[src/rtl/cpu_types_pkg.sv]
// ---------------------------------------------------------------------------
// cpu_types_pkg
// Types and constants shared by the MIPS pipeline blocks.
//   pcsrc_t      : PC source select driven by pipeline_control into the PC mux
//                  (PC4 = sequential, JUMP = ID-stage jump target,
//                  BRANCH = MEM-stage branch target).
//   pctl_state_t : sequencing state of pipeline_control.
//   REG_ZERO     : architectural $zero, which never creates a dependency.
// ---------------------------------------------------------------------------
package cpu_types_pkg;

  typedef enum logic [1:0] {
    PC4    = 2'd0,
    JUMP   = 2'd1,
    BRANCH = 2'd2
  } pcsrc_t;

  typedef enum logic [1:0] {
    RUN    = 2'd0,
    DWAIT  = 2'd1,
    DRAIN  = 2'd2,
    HALTED = 2'd3
  } pctl_state_t;

  localparam logic [4:0] REG_ZERO = 5'd0;

endpackage

[src/rtl/pipeline_control_hazard_detect.sv]
// ---------------------------------------------------------------------------
// hazard_detect
// Purely combinational load-use comparator.
// Inputs : exDRE  - EX-stage instruction is a load
//          ex_rt  - destination register of that load
//          id_rs  - rs field of the ID-stage instruction
//          id_rt  - rt field of the ID-stage instruction
// Output : luse   - ID-stage instruction needs the loaded value before
//                   it can be forwarded, so one bubble is required
// ---------------------------------------------------------------------------
module hazard_detect
  import cpu_types_pkg::*;
(
  input  logic       exDRE,
  input  logic [4:0] ex_rt,
  input  logic [4:0] id_rs,
  input  logic [4:0] id_rt,
  output logic       luse
);

  // A load into $zero is discarded by the register file, so it never
  // causes a dependency even if the ID instruction names $zero.
  assign luse = exDRE && (ex_rt != REG_ZERO) &&
                ((ex_rt == id_rs) || (ex_rt == id_rt));

endmodule

[src/rtl/pipeline_control.sv]
// ---------------------------------------------------------------------------
// pipeline_control
// Hazard and sequencing controller for the five-stage MIPS pipeline.
// Produces write enables / flushes for the PC and the four pipeline
// registers, selects the PC source, sequences HALT and counts stall cycles.
// Inputs : CLK, nRST (async, active-low)
//          ihit, dhit            - I-cache / D-cache handshakes
//          memDRE, memDWE        - MEM-stage data access
//          exDRE, ex_rt          - EX-stage load and its destination
//          id_rs, id_rt, id_jump - ID-stage sources and jump redirect
//          mem_br_taken          - branch resolved taken in MEM
//          mem_halt              - HALT is in MEM
// Outputs: pcW, ifidW, idexW, exmemW, memwbW  - register write enables
//          ifidFlush, idexFlush, exmemFlush   - bubble insertion
//          redirect_sel                       - PC source (pcsrc_t)
//          halt                               - pipeline halted (registered)
//          stall_cnt                          - saturating stall-cycle count
// ---------------------------------------------------------------------------
module pipeline_control
  import cpu_types_pkg::*;
#(
  parameter int CNTW = 32
) (
  input  logic            CLK,
  input  logic            nRST,
  input  logic            ihit,
  input  logic            dhit,
  input  logic            memDRE,
  input  logic            memDWE,
  input  logic            exDRE,
  input  logic [4:0]      ex_rt,
  input  logic [4:0]      id_rs,
  input  logic [4:0]      id_rt,
  input  logic            id_jump,
  input  logic            mem_br_taken,
  input  logic            mem_halt,
  output logic            pcW,
  output logic            ifidW,
  output logic            idexW,
  output logic            exmemW,
  output logic            memwbW,
  output logic            ifidFlush,
  output logic            idexFlush,
  output logic            exmemFlush,
  output logic [1:0]      redirect_sel,
  output logic            halt,
  output logic [CNTW-1:0] stall_cnt
);

  pctl_state_t     st_q, st_d;
  logic            br_pend_q, br_pend_d;
  logic            halt_q, halt_d;
  logic [CNTW-1:0] stall_cnt_q, stall_cnt_d;
  pcsrc_t          redirect;
  logic            luse;
  logic            dwait;
  logic            br_active;

  hazard_detect u_hazard_detect (
    .exDRE (exDRE),
    .ex_rt (ex_rt),
    .id_rs (id_rs),
    .id_rt (id_rt),
    .luse  (luse)
  );

  assign dwait     = (memDRE || memDWE) && !dhit;
  assign br_active = mem_br_taken || br_pend_q;

  // Next-state and output priority encoder.
  always_comb begin
    pcW        = 1'b1;
    ifidW      = 1'b1;
    idexW      = 1'b1;
    exmemW     = 1'b1;
    memwbW     = 1'b1;
    ifidFlush  = 1'b0;
    idexFlush  = 1'b0;
    exmemFlush = 1'b0;
    redirect   = PC4;
    st_d       = st_q;
    br_pend_d  = br_pend_q;
    halt_d     = halt_q;

    if (st_q == HALTED) begin
      pcW       = 1'b0;
      ifidW     = 1'b0;
      idexW     = 1'b0;
      exmemW    = 1'b0;
      memwbW    = 1'b0;
      br_pend_d = 1'b0;
    end else if (st_q == DRAIN) begin
      // HALT is in WB this cycle; keep filling the front with bubbles.
      pcW        = 1'b0;
      ifidFlush  = 1'b1;
      idexFlush  = 1'b1;
      exmemFlush = 1'b1;
      st_d       = HALTED;
      halt_d     = 1'b1;
    end else if (dwait) begin
      // Whole pipe freezes; a pending redirect is kept for the dhit cycle.
      pcW    = 1'b0;
      ifidW  = 1'b0;
      idexW  = 1'b0;
      exmemW = 1'b0;
      memwbW = 1'b0;
      st_d   = DWAIT;
    end else if (mem_halt) begin
      // HALT moves to WB while everything younger is squashed.
      pcW        = 1'b0;
      ifidFlush  = 1'b1;
      idexFlush  = 1'b1;
      exmemFlush = 1'b1;
      st_d       = DRAIN;
      br_pend_d  = 1'b0;
    end else begin
      st_d = RUN;
      if (br_active) begin
        // The branch squashes the ID instruction, so any load-use
        // stall against it is irrelevant.
        redirect   = BRANCH;
        pcW        = ihit;
        ifidW      = ihit;
        ifidFlush  = 1'b1;
        idexFlush  = 1'b1;
        exmemFlush = 1'b1;
        br_pend_d  = !ihit;
      end else if (luse) begin
        pcW       = 1'b0;
        ifidW     = 1'b0;
        idexFlush = 1'b1;
      end else if (id_jump) begin
        redirect  = JUMP;
        pcW       = ihit;
        ifidW     = ihit;
        ifidFlush = 1'b1;
      end else if (!ihit) begin
        pcW       = 1'b0;
        ifidW     = 1'b0;
        idexFlush = 1'b1;
      end
    end
  end

  // Stall counter: cycles with the PC held, excluding the halted state.
  always_comb begin
    stall_cnt_d = stall_cnt_q;
    if (!pcW && (st_q != HALTED) && (stall_cnt_q != {CNTW{1'b1}})) begin
      stall_cnt_d = stall_cnt_q + {{(CNTW-1){1'b0}}, 1'b1};
    end
  end

  always_ff @(posedge CLK or negedge nRST) begin
    if (!nRST) begin
      st_q        <= RUN;
      br_pend_q   <= 1'b0;
      halt_q      <= 1'b0;
      stall_cnt_q <= '0;
    end else begin
      st_q        <= st_d;
      br_pend_q   <= br_pend_d;
      halt_q      <= halt_d;
      stall_cnt_q <= stall_cnt_d;
    end
  end

  assign redirect_sel = redirect;
  assign halt         = halt_q;
  assign stall_cnt    = stall_cnt_q;

endmodule

[config.mk]
export PLATFORM = sky130hd
export DESIGN_NAME = pipeline_control
export DESIGN_NICKNAME = d
export VERILOG_FILES = /design/src/rtl/cpu_types_pkg.sv /design/src/rtl/pipeline_control_hazard_detect.sv /design/src/rtl/pipeline_control.sv
export SDC_FILE = /design/constraint.sdc
export NUM_CORES = 1
export LEC_CHECK = 0
export ABC_AREA = 1
export CORE_MARGIN = 5
export CORE_UTILIZATION = 45
export CTS_CLUSTER_DIAMETER = 120
export DETAILED_ROUTE_END_ITERATION = 10
export PLACE_DENSITY = 0.8
export SETUP_SLACK_MARGIN = 0.1
export SYNTH_ARGS = -nofsm -noshare
export SYNTH_HDL_FRONTEND = slang
export SYNTH_SLANG_ARGS = --single-unit
[constraint.sdc]
create_clock -name CLK -period 2.2 [get_ports CLK]
set_input_delay 0.44 -clock CLK [delete_from_list [all_inputs] [get_ports CLK]]
set_output_delay 0.44 -clock CLK [all_outputs]
set_load 0.02 [all_outputs]
Word-level counts from Yosys, hierarchy flattened
Index checks and enable logic that the tools add are counted.
{ "totals": {"romBits": 0, "n_memories": 0, "output_inout_bits": 43, "regBits": 36, "ram_bits": 0, "in_bits": 25, "wordCells": 79, "latch_bits": 0} }
{ "op_classes": {"magnitude_cmp": 0, "n_reduce_logical": 15, "div": 0, "n_eq_ne": 8, "n_mux": 50, "bitwise": 1, "multipliers": 0, "shift": 0, "add_sub_neg": 1} }
{ "ops": {"columns": ["cell", "count"], "rows": [
  ["1-bit 2-to-1 mux", 42],
  ["32-bit by 1-bit adder with 32-bit output (second input constant)", 1],
  ["32-bit != test (second input constant)", 1],
  ["2-bit 2-to-1 mux", 8],
  ["5-bit equality test", 2],
  ["1-bit logical AND", 5],
  ["5-bit nonzero test", 1],
  ["2-bit equality test (second input constant)", 2],
  ["2-bit != test (second input constant)", 2],
  ["1-bit logical NOT", 3],
  ["1-bit logical OR", 3],
  ["3-bit AND reduction", 1],
  ["3-bit nonzero test", 1],
  ["2-bit by 1-bit != test with 1-bit output (second input constant)", 1],
  ["2-bit AND reduction", 1],
  ["1-bit inverter", 1]
]} }

Longest topological paths before layout
Gate-level depths: netlist of run 1.
{ "depth": {"word_depth": 12, "depth_mapped": 12, "depth_no_buf": 11} }

Cells and area by module
Synthesis of run 1 repeated with hierarchy kept, for this count alone.
{ "unflattened": {"cells_unflattened": 459, "area_unflattened_um2": 2755.1} }
{ "by_module_without_submodules": {"columns": ["mod", "n_inst", "area_per_inst_um2", "cells_per_inst"], "rows": [
  ["pipeline_control", 1, 2560.0, 414],
  ["hazard_detect", 1, 195.2, 45]
]} }

Least setup slack after synthesis of run 1
Ideal clock, no wire load.
{ "synth_path": {"path_kind": "input port to output port", "start": "input port memDWE", "end": "output port pcW", "required_time_ns": 1.760, "stages": 8, "arrival_ns": 1.482, "slack_ns": 0.278, "cell_sequence": "nor2_1 > nor2_1 > nor2_1 > inv_1 > nor2_1 > nand3_2 > clkbuf_1 > inv_1"} }
{ "synth_via": {"elab_chain_cells": 5} }
{ "synth_rtl": {"columns": ["element", "line_no", "text"], "rows": [
  ["start: declaration", "pipeline_control.sv:29", "input logic memDWE,"],
  ["1-bit logical OR", "pipeline_control.sv:67", "assign dwait = (memDRE || memDWE) && !dhit;"],
  ["1-bit logical AND", "pipeline_control.sv:67", null],
  ["1-bit 2-to-1 mux", "pipeline_control.sv:100", "end else if (dwait) begin"],
  ["1-bit 2-to-1 mux", "pipeline_control.sv:92", "end else if (st_q == DRAIN) begin"],
  ["1-bit 2-to-1 mux", "pipeline_control.sv:85", "if (st_q == HALTED) begin"],
  ["end: declaration", "pipeline_control.sv:37", "output logic pcW,"]
]} }
No other way between the ends.

Worst setup path in the final report of run 1
{ "layout_path": {"start": "input port id_rs[4]", "end": "output port ifidW"} }
{ "layout_via": {"elab_chain_cells": 9} }
{ "layout_rtl": {"columns": ["element", "line_no", "text"], "rows": [
  ["start: declaration", "pipeline_control.sv:32", "input logic [4:0] id_rs,"],
  ["5-bit equality test", "pipeline_control_hazard_detect.sv:24", "((ex_rt == id_rs) || (ex_rt == id_rt));"],
  ["1-bit logical OR", "pipeline_control_hazard_detect.sv:24", null],
  ["1-bit logical AND", "pipeline_control_hazard_detect.sv:23", "assign luse = exDRE && (ex_rt != REG_ZERO) &&"],
  ["1-bit 2-to-1 mux", "pipeline_control.sv:128", "end else if (luse) begin"],
  ["1-bit 2-to-1 mux", "pipeline_control.sv:118", "if (br_active) begin"],
  ["1-bit 2-to-1 mux", "pipeline_control.sv:108", "end else if (mem_halt) begin"],
  ["1-bit 2-to-1 mux", "pipeline_control.sv:100", null],
  ["1-bit 2-to-1 mux", "pipeline_control.sv:92", null],
  ["1-bit 2-to-1 mux", "pipeline_control.sv:85", null],
  ["end: declaration", "pipeline_control.sv:38", "output logic ifidW,"]
]} }
No other way between the ends.

==> run metrics, run 1 <==
Die X=87.3 um; reg-to-reg endpoint=stall_cnt[20]$_DFFE_PN0P_; CTS Root Cell=clkbuf_8; Post-synth top flop=dfrtp_1; reg2reg setup slack=0.34 ns; Slew HR=47.0%; top sig layer=met4; worst endpoint required time=1.76 ns; die span in y=87.3 um; final period utilization=93.9%; post-synthesis instance total=419; final hold slack=0.230 ns; wire length on met1=3110 um; status=finished clean; fillers=551; share of power burned in registers=51.3%; DR vias/cell=5.22; CP Capture Type=output port; flops & latches, synth=36; Placer Congestion=0.933; Detail Route Antenna Nets=0; PD cells=364 nW/um^2; DRT iter0 DRCs=248; Max-Cap Viols=0; max-slew violations=0; total grt overflow=0; post-layout util=61.0%; Clock Skew=0.00724 ns; reg2reg start=stall_cnt[0]$_DFFE_PN0P_; cts bufs inserted=5; total track usage=21.4%; die area=7620 sq um; clk sinks=36; # H-tree levels=2; nets=517; EDFF count, synth=0; startpoint types=input port; Rows=28; DP HPWL=5850 um; layout cells sized above 1=12.6%; Crit Path Max Fanout=2; placed cell area=3440 sq um; area delta synth->final=32.8%; CTS Buffer Depth=2; Syn Std Cell Area=2690 sq um; Net Switching=0.000304 W; Finished Cell Area=3570 sq um; CTS tree=yes; vias in the first global route=2882; cell depth of the worst flop-to-flop path=10; io pins=68; core area=5850 sq um; largest net degree at the start of global routing=37; post-synthesis cell type count=28; unrepaired setup endpoints after global routing=true; total of warnings raised by yosys=0; Initial Utilization=45.9%; Hold Fails Final Rpt=0; Antenna diodes=0; combinational share of power=8.6%; HP Class=input port to asynchronous set/reset pin; first-pass GRT wire length=13000 um; initial antenna violation count=0; metal3 WL=616 um; Post-Syn Area per Cell=6.41 sq um; measured slew at the worst slew-check pin=0.795 ns; final setup fails=0; Worst-Skew Late Latency=0.29 ns; peak supply drop=0.211 mV; IO buf count=67; asr flop ratio synth=100%; internal power=0.000996 W; DRC=0; sw frac=23.4%; syn_nets=445; crit path time final=2.07 ns; Crit Path Class=input port to output port; DR vias=2957; LEAKAGE=1.80 nW; Worst-path clk slew=0.07 ns; routed wl met2=3750 um; clock share of power=40.1%; Max Fclk=484 MHz; 1st-pass router iterations=4; Seq/Total Area, Yosys=33.5%; Critical Path AT=1.63 ns; WL/cell=13.5 um; Post-Route WL=7650 um
worst max-delay path, cell delays in order:
cell and delay (ns):
clkdlybuf4s50_1 0.47, xnor2_1 0.12, nand3_1 0.10, nand2_2 0.10, nand3_2 0.09, nand2_1 0.07
a31oi_1 0.08, buf_4 0.16
cell usage after synthesis (2+ instances only):
| master | number | area (sq um) |
|---|---|---|
| nand2_1 | 175 | 657 |
| nor2_1 | 52 | 195 |
| inv_1 | 39 | 146 |
| dfrtp_1 | 36 | 901 |
| nand4_1 | 34 | 213 |
| xor2_1 | 15 | 131 |
| nand3_1 | 12 | 60.1 |
| nand3b_1 | 9 | 67.6 |
| nor3_1 | 9 | 45.0 |
| clkbuf_1 | 6 | 22.5 |
| xnor2_1 | 6 | 52.6 |
| buf_2 | 3 | 15.0 |
| buf_6 | 3 | 33.8 |
| o21ai_0 | 3 | 15.0 |
| buf_4 | 2 | 15.0 |
| nand3_2 | 2 | 20.0 |
| nor2_2 | 2 | 12.5 |
state kept, by name, indices dropped and copies added (netlist names):
name	count
stall_cnt	32
br_pend_q	1
halt	1
st_q	2
layer usage:
layer | up-vias | global-route usage, %
li1 | 1480 | -
met1 | 1353 | 25.0
met2 | 109 | 37.9
met3 | 15 | 4.82
met5 | - | 0
met4 | 0 | 7.67
power groups by stage:
stage	Sequential (W)	Combinational, W	Clock [W]
after detailed placement	0.000680	0.000112	0
final	0.000667	0.000112	0.000521
after CTS	0.000667	0.000107	0.000528
after floorplan	0.000682	0.0000328	0
after global routing	0.000667	0.000124	0.000556
after global placement	0.000679	0.000107	0
cell type report:
| class | count | area, sq um | share of cell area [%] |
|---|---|---|---|
| sequential | 36 | 901 | 25.2 |
| timing repair buffer | 79 | 719 | 20.2 |
| tap | 75 | 93.8 | 2.63 |
| inverter | 40 | 150 | 4.21 |
| multi-input combinational | 329 | 1610 | 45.1 |
| clock buffer | 7 | 96.3 | 2.70 |
metrics by stage:
| step | TNS [ns] | instances | worst slack [ns] | total power, W |
|---|---|---|---|---|
| 4_1_cts | 0 | 564 | 0.0121 | 0.00130 |
| 3_3_place_gp | -11.94 | 557 | -0.465 | 0.000787 |
| 6_report | 0 | 566 | 0.135 | 0.00130 |
| 5_1_grt | 0 | 566 | 0.0571 | 0.00135 |
| 2_1_floorplan | 0 | 419 | 0.278 | 0.000715 |
| 3_5_place_dp | -15.13 | 557 | -0.538 | 0.000792 |
logic make-up (layout without fill, tap and decap cells):
logic type               after synthesis  count (layout)  synth area share (%)
AND/OR/NAND/NOR                      301             301                  49.1
buffers and inverters                 54             126                  8.80
flip-flops                            36              36                  33.5
XOR/XNOR                              21              21                  6.84
AO/OA/AOI/OAI                          6               6                  1.30
adder cells (fa/ha/maj)                1               1                 0.465
what timing repair did:
| item | 4_1_cts | 5_1_grt |
|---|---|---|
| gates cloned | 0 | 0 |
| pin swaps | 10 | 10 |
| resized for setup | 69 | 30 |
| setup endpoints to repair | 42 | 42 |
| buffers inserted | 0 | 2 |
| hold buffers | 0 | 0 |
cell usage in the layout (no fill, tap or decap), drive strengths merged, types with 7 or more instances in the layout:
master	instances
nor2	54
nand4	35
inv	40
clkdlybuf4s50	40
buf	23
nor3	10
nand3	14
clkbuf	10
nand3b	9
xor2	15
nand2	176
dfrtp	36
dlygate4sd2	7
worst max-delay path by stage:
| stage | slack, ns | end | startpoint |
|---|---|---|---|
| after global placement | -0.47 | ifidW | ex_rt[0] |
| final | 0.13 | ifidW | id_rs[4] |
| after CTS | 0.01 | exmemW | memDRE |
| after global routing | 0.06 | pcW | dhit |
| after detailed placement | -0.54 | ifidW | ex_rt[0] |
| after floorplan | 0.28 | pcW | memDWE |
(Power assumes the default switching activity.)
==> run 2, diff against run 1 <==
Settings changed: MAX_ROUTING_LAYER set to met4.
==> run 2 against run 1 <==
Effect of this change: non-clock buffer count shrank 1; clock power down 6.3%; worst setup slack improved by 0.048 ns; largest power group unchanged; highest routed layer unchanged; combinational power shrank 4%.
==> run metrics, run 2 (synthesized netlist as in run 1, its figures left out) <==
pre-CTS setup slack=-0.520 ns (+0.0174 ns); CP Capture Type=output port; total track usage=21.7% (+0.29 points); first-pass GRT wire length=12900 um (-0.79%); Worst path max stage delay=0.41 ns (-0.06 ns); fillers=579 (+5.1%); Slowest cell on crit path=clkdlybuf4s50_1; clk sinks=36 (unchanged); sw frac=23.2% (-0.20 points); Max Fclk=496 MHz (+2.4%); Critical Path AT=1.58 ns (-0.05 ns); peak supply drop=0.273 mV (+30%); # H-tree levels=2 (unchanged); Die X=87.3 um (unchanged); internal power=0.000970 W (-2.6%); IO buf count=67 (unchanged); cts bufs inserted=5 (unchanged); unrepaired setup endpoints after global routing=false; Clock Skew=0.00432 ns (-0.00292 ns); DRT iter0 DRCs=132 (-47%); layout cells sized above 1=11.6% (-1.0 points); Hold Fails Final Rpt=0 (unchanged); dpl cells=557 (unchanged); Worst-Skew Late Latency=0.29 ns (about the same); final setup margin=0.183 ns (+0.0482 ns); worst endpoint required time=1.76 ns (about the same); max-slew violations=0 (unchanged); crit path time final=2.02 ns (-0.0482 ns); max FFs per register=32 (unchanged); measured slew at the worst slew-check pin=0.778 ns (-0.0176 ns); startpoint types=input port; CTS Root Cell=clkbuf_8; DR vias/cell=5.21 (-0.27%); DP HPWL=5700 um (-2.6%); die area=7620 sq um (unchanged); Detail Route Antenna Nets=0 (unchanged); area delta synth->final=31.2%; WL/cell=13.4 um (-0.69%); non-filler cells, final=566 (unchanged); CTS Buffer Depth=2 (unchanged); clock share of power=38.7% (-1.4 points); total grt overflow=0 (unchanged); final setup fails=0 (unchanged); most common cell after layout, fill and taps aside=nand2_1; Net Switching=0.000293 W (-3.7%); Total Power=0.00126 W (-2.9%); Max-Cap Viols=0 (unchanged); nets=516 (-0.19%); PD cells=358 nW/um^2 (-1.7%); share of power burned in registers=52.8% (+1.5 points); DRC=0 (unchanged); Crit Path Class=input port to output port; initial antenna violation count=0 (unchanged); Critical Path, Cell by Cell=clkdlybuf4s50_1 > nor2_2 > inv_2 > nor2_4 > inv_2 > nand2_1 > nand3_1 > buf_4; Rows=28 (unchanged); Worst-path clk slew=0.07 ns (about the same); Slew HR=48.2% (+1.2 points); LEAKAGE=1.80 nW (about the same); core area=5850 sq um (unchanged); Antenna diodes=0 (unchanged); status=finished clean; vias in the first global route=2889 (+0.24%); Post-Route WL=7600 um (-0.69%); final period utilization=91.7% (-2.2 points); Placer Congestion=0.924 (-0.95%); combinational share of power=8.5% (about the same); DR vias=2949 (-0.27%); 1st-pass router iterations=5 (+1); io pins=68 (unchanged); Initial Utilization=45.9% (unchanged); die span in y=87.3 um (unchanged); Crit Path Max Fanout=3 (+1); largest net degree at the start of global routing=37 (unchanged); CTS tree=yes; most frequent cells in the layout=nand2_1 (174), nor2_1 (46), clkdlybuf4s50_1 (38); HP Class=input port to asynchronous set/reset pin; cell mode on critical path=inv_2
[run 2: cell types whose count changed in the layout (fill, tap and decap cells not counted), moves of 3 or more]
cell and delta:
nor2_2 -4, buf_6 -3, clkdlybuf4s15_1 -3, nor2_1 +3
[run 2: path summary, 6_finish.rpt]
path	to	from	depth (start not counted)	slack (ns)
worst max-delay path	ifidFlush	mem_br_taken	8	0.18
worst min-delay path	stall_cnt[18]$_DFFE_PN0P_	nRST	1	0.22
worst max register to register	stall_cnt[25]$_DFFE_PN0P_	stall_cnt[0]$_DFFE_PN0P_	9	0.28
worst min register to register	halt$_DFFE_PN0P_	halt$_DFFE_PN0P_	1	0.48
max in group asynchronous	stall_cnt[22]$_DFFE_PN0P_	nRST	1	1.49
min in group CLK	halt$_DFFE_PN0P_	halt$_DFFE_PN0P_	1	0.48
[run 2: final cells by class]
class	instances	area, sq um	share of cell area, %
tap	75	93.8	2.66
inverter	40	150	4.26
clock buffer	8	90.1	2.56
multi-input combinational	329	1600	45.3
sequential	36	901	25.6
timing repair buffer	78	693	19.7
[run 2: what timing repair did]
item | 4_1_cts | 5_1_grt
gates resized for setup | 62 | 30
pin swaps | 5 | 13
buffers inserted | 0 | 1
endpoints found under the setup margin | 42 | 42
endpoints found under the hold margin | 0 | 0
hold buffers | 0 | 0
[run 2: power groups by stage]
stage	clock network [W]	registers (W)	logic [W]
5_1_grt	0.000533	0.000667	0.000121
2_1_floorplan	0	0.000682	0.0000328
3_5_place_dp	0	0.000679	0.000111
4_1_cts	0.000502	0.000667	0.000104
6_report	0.000488	0.000667	0.000107
3_3_place_gp	0	0.000679	0.000108
[run 2: per-stage QoR]
| stage | util, % | instance area [sq um] | hold WS [ns] | setup TNS, ns |
|---|---|---|---|---|
| 2_1_floorplan | - | 2690 | 0.144 | 0 |
| 3_3_place_gp | 58.7 | 3440 | 0.464 | -12.16 |
| 3_5_place_dp | 58.7 | 3440 | 0.450 | -14.58 |
| 4_1_cts | 59.7 | 3490 | 0.254 | 0 |
| 5_1_grt | 60.3 | 3530 | 0.296 | 0 |
| 6_report | 60.3 | 3530 | 0.224 | 0 |
[run 2: metal layers]
layer  routed length [um]  share of wire [%]  GRT usage, %
met1                 3210                 42          25.2
met2                 3630                 48          36.1
met3                  561                7.4          5.11
met4                  187                2.5          8.37
met5                    0                  0             -
[run 2: worst max-delay path, delay by kind of cell]
family	cells	cell delay, ns
AND/OR/NAND/NOR	4	0.43
buffers and inverters	4	0.70
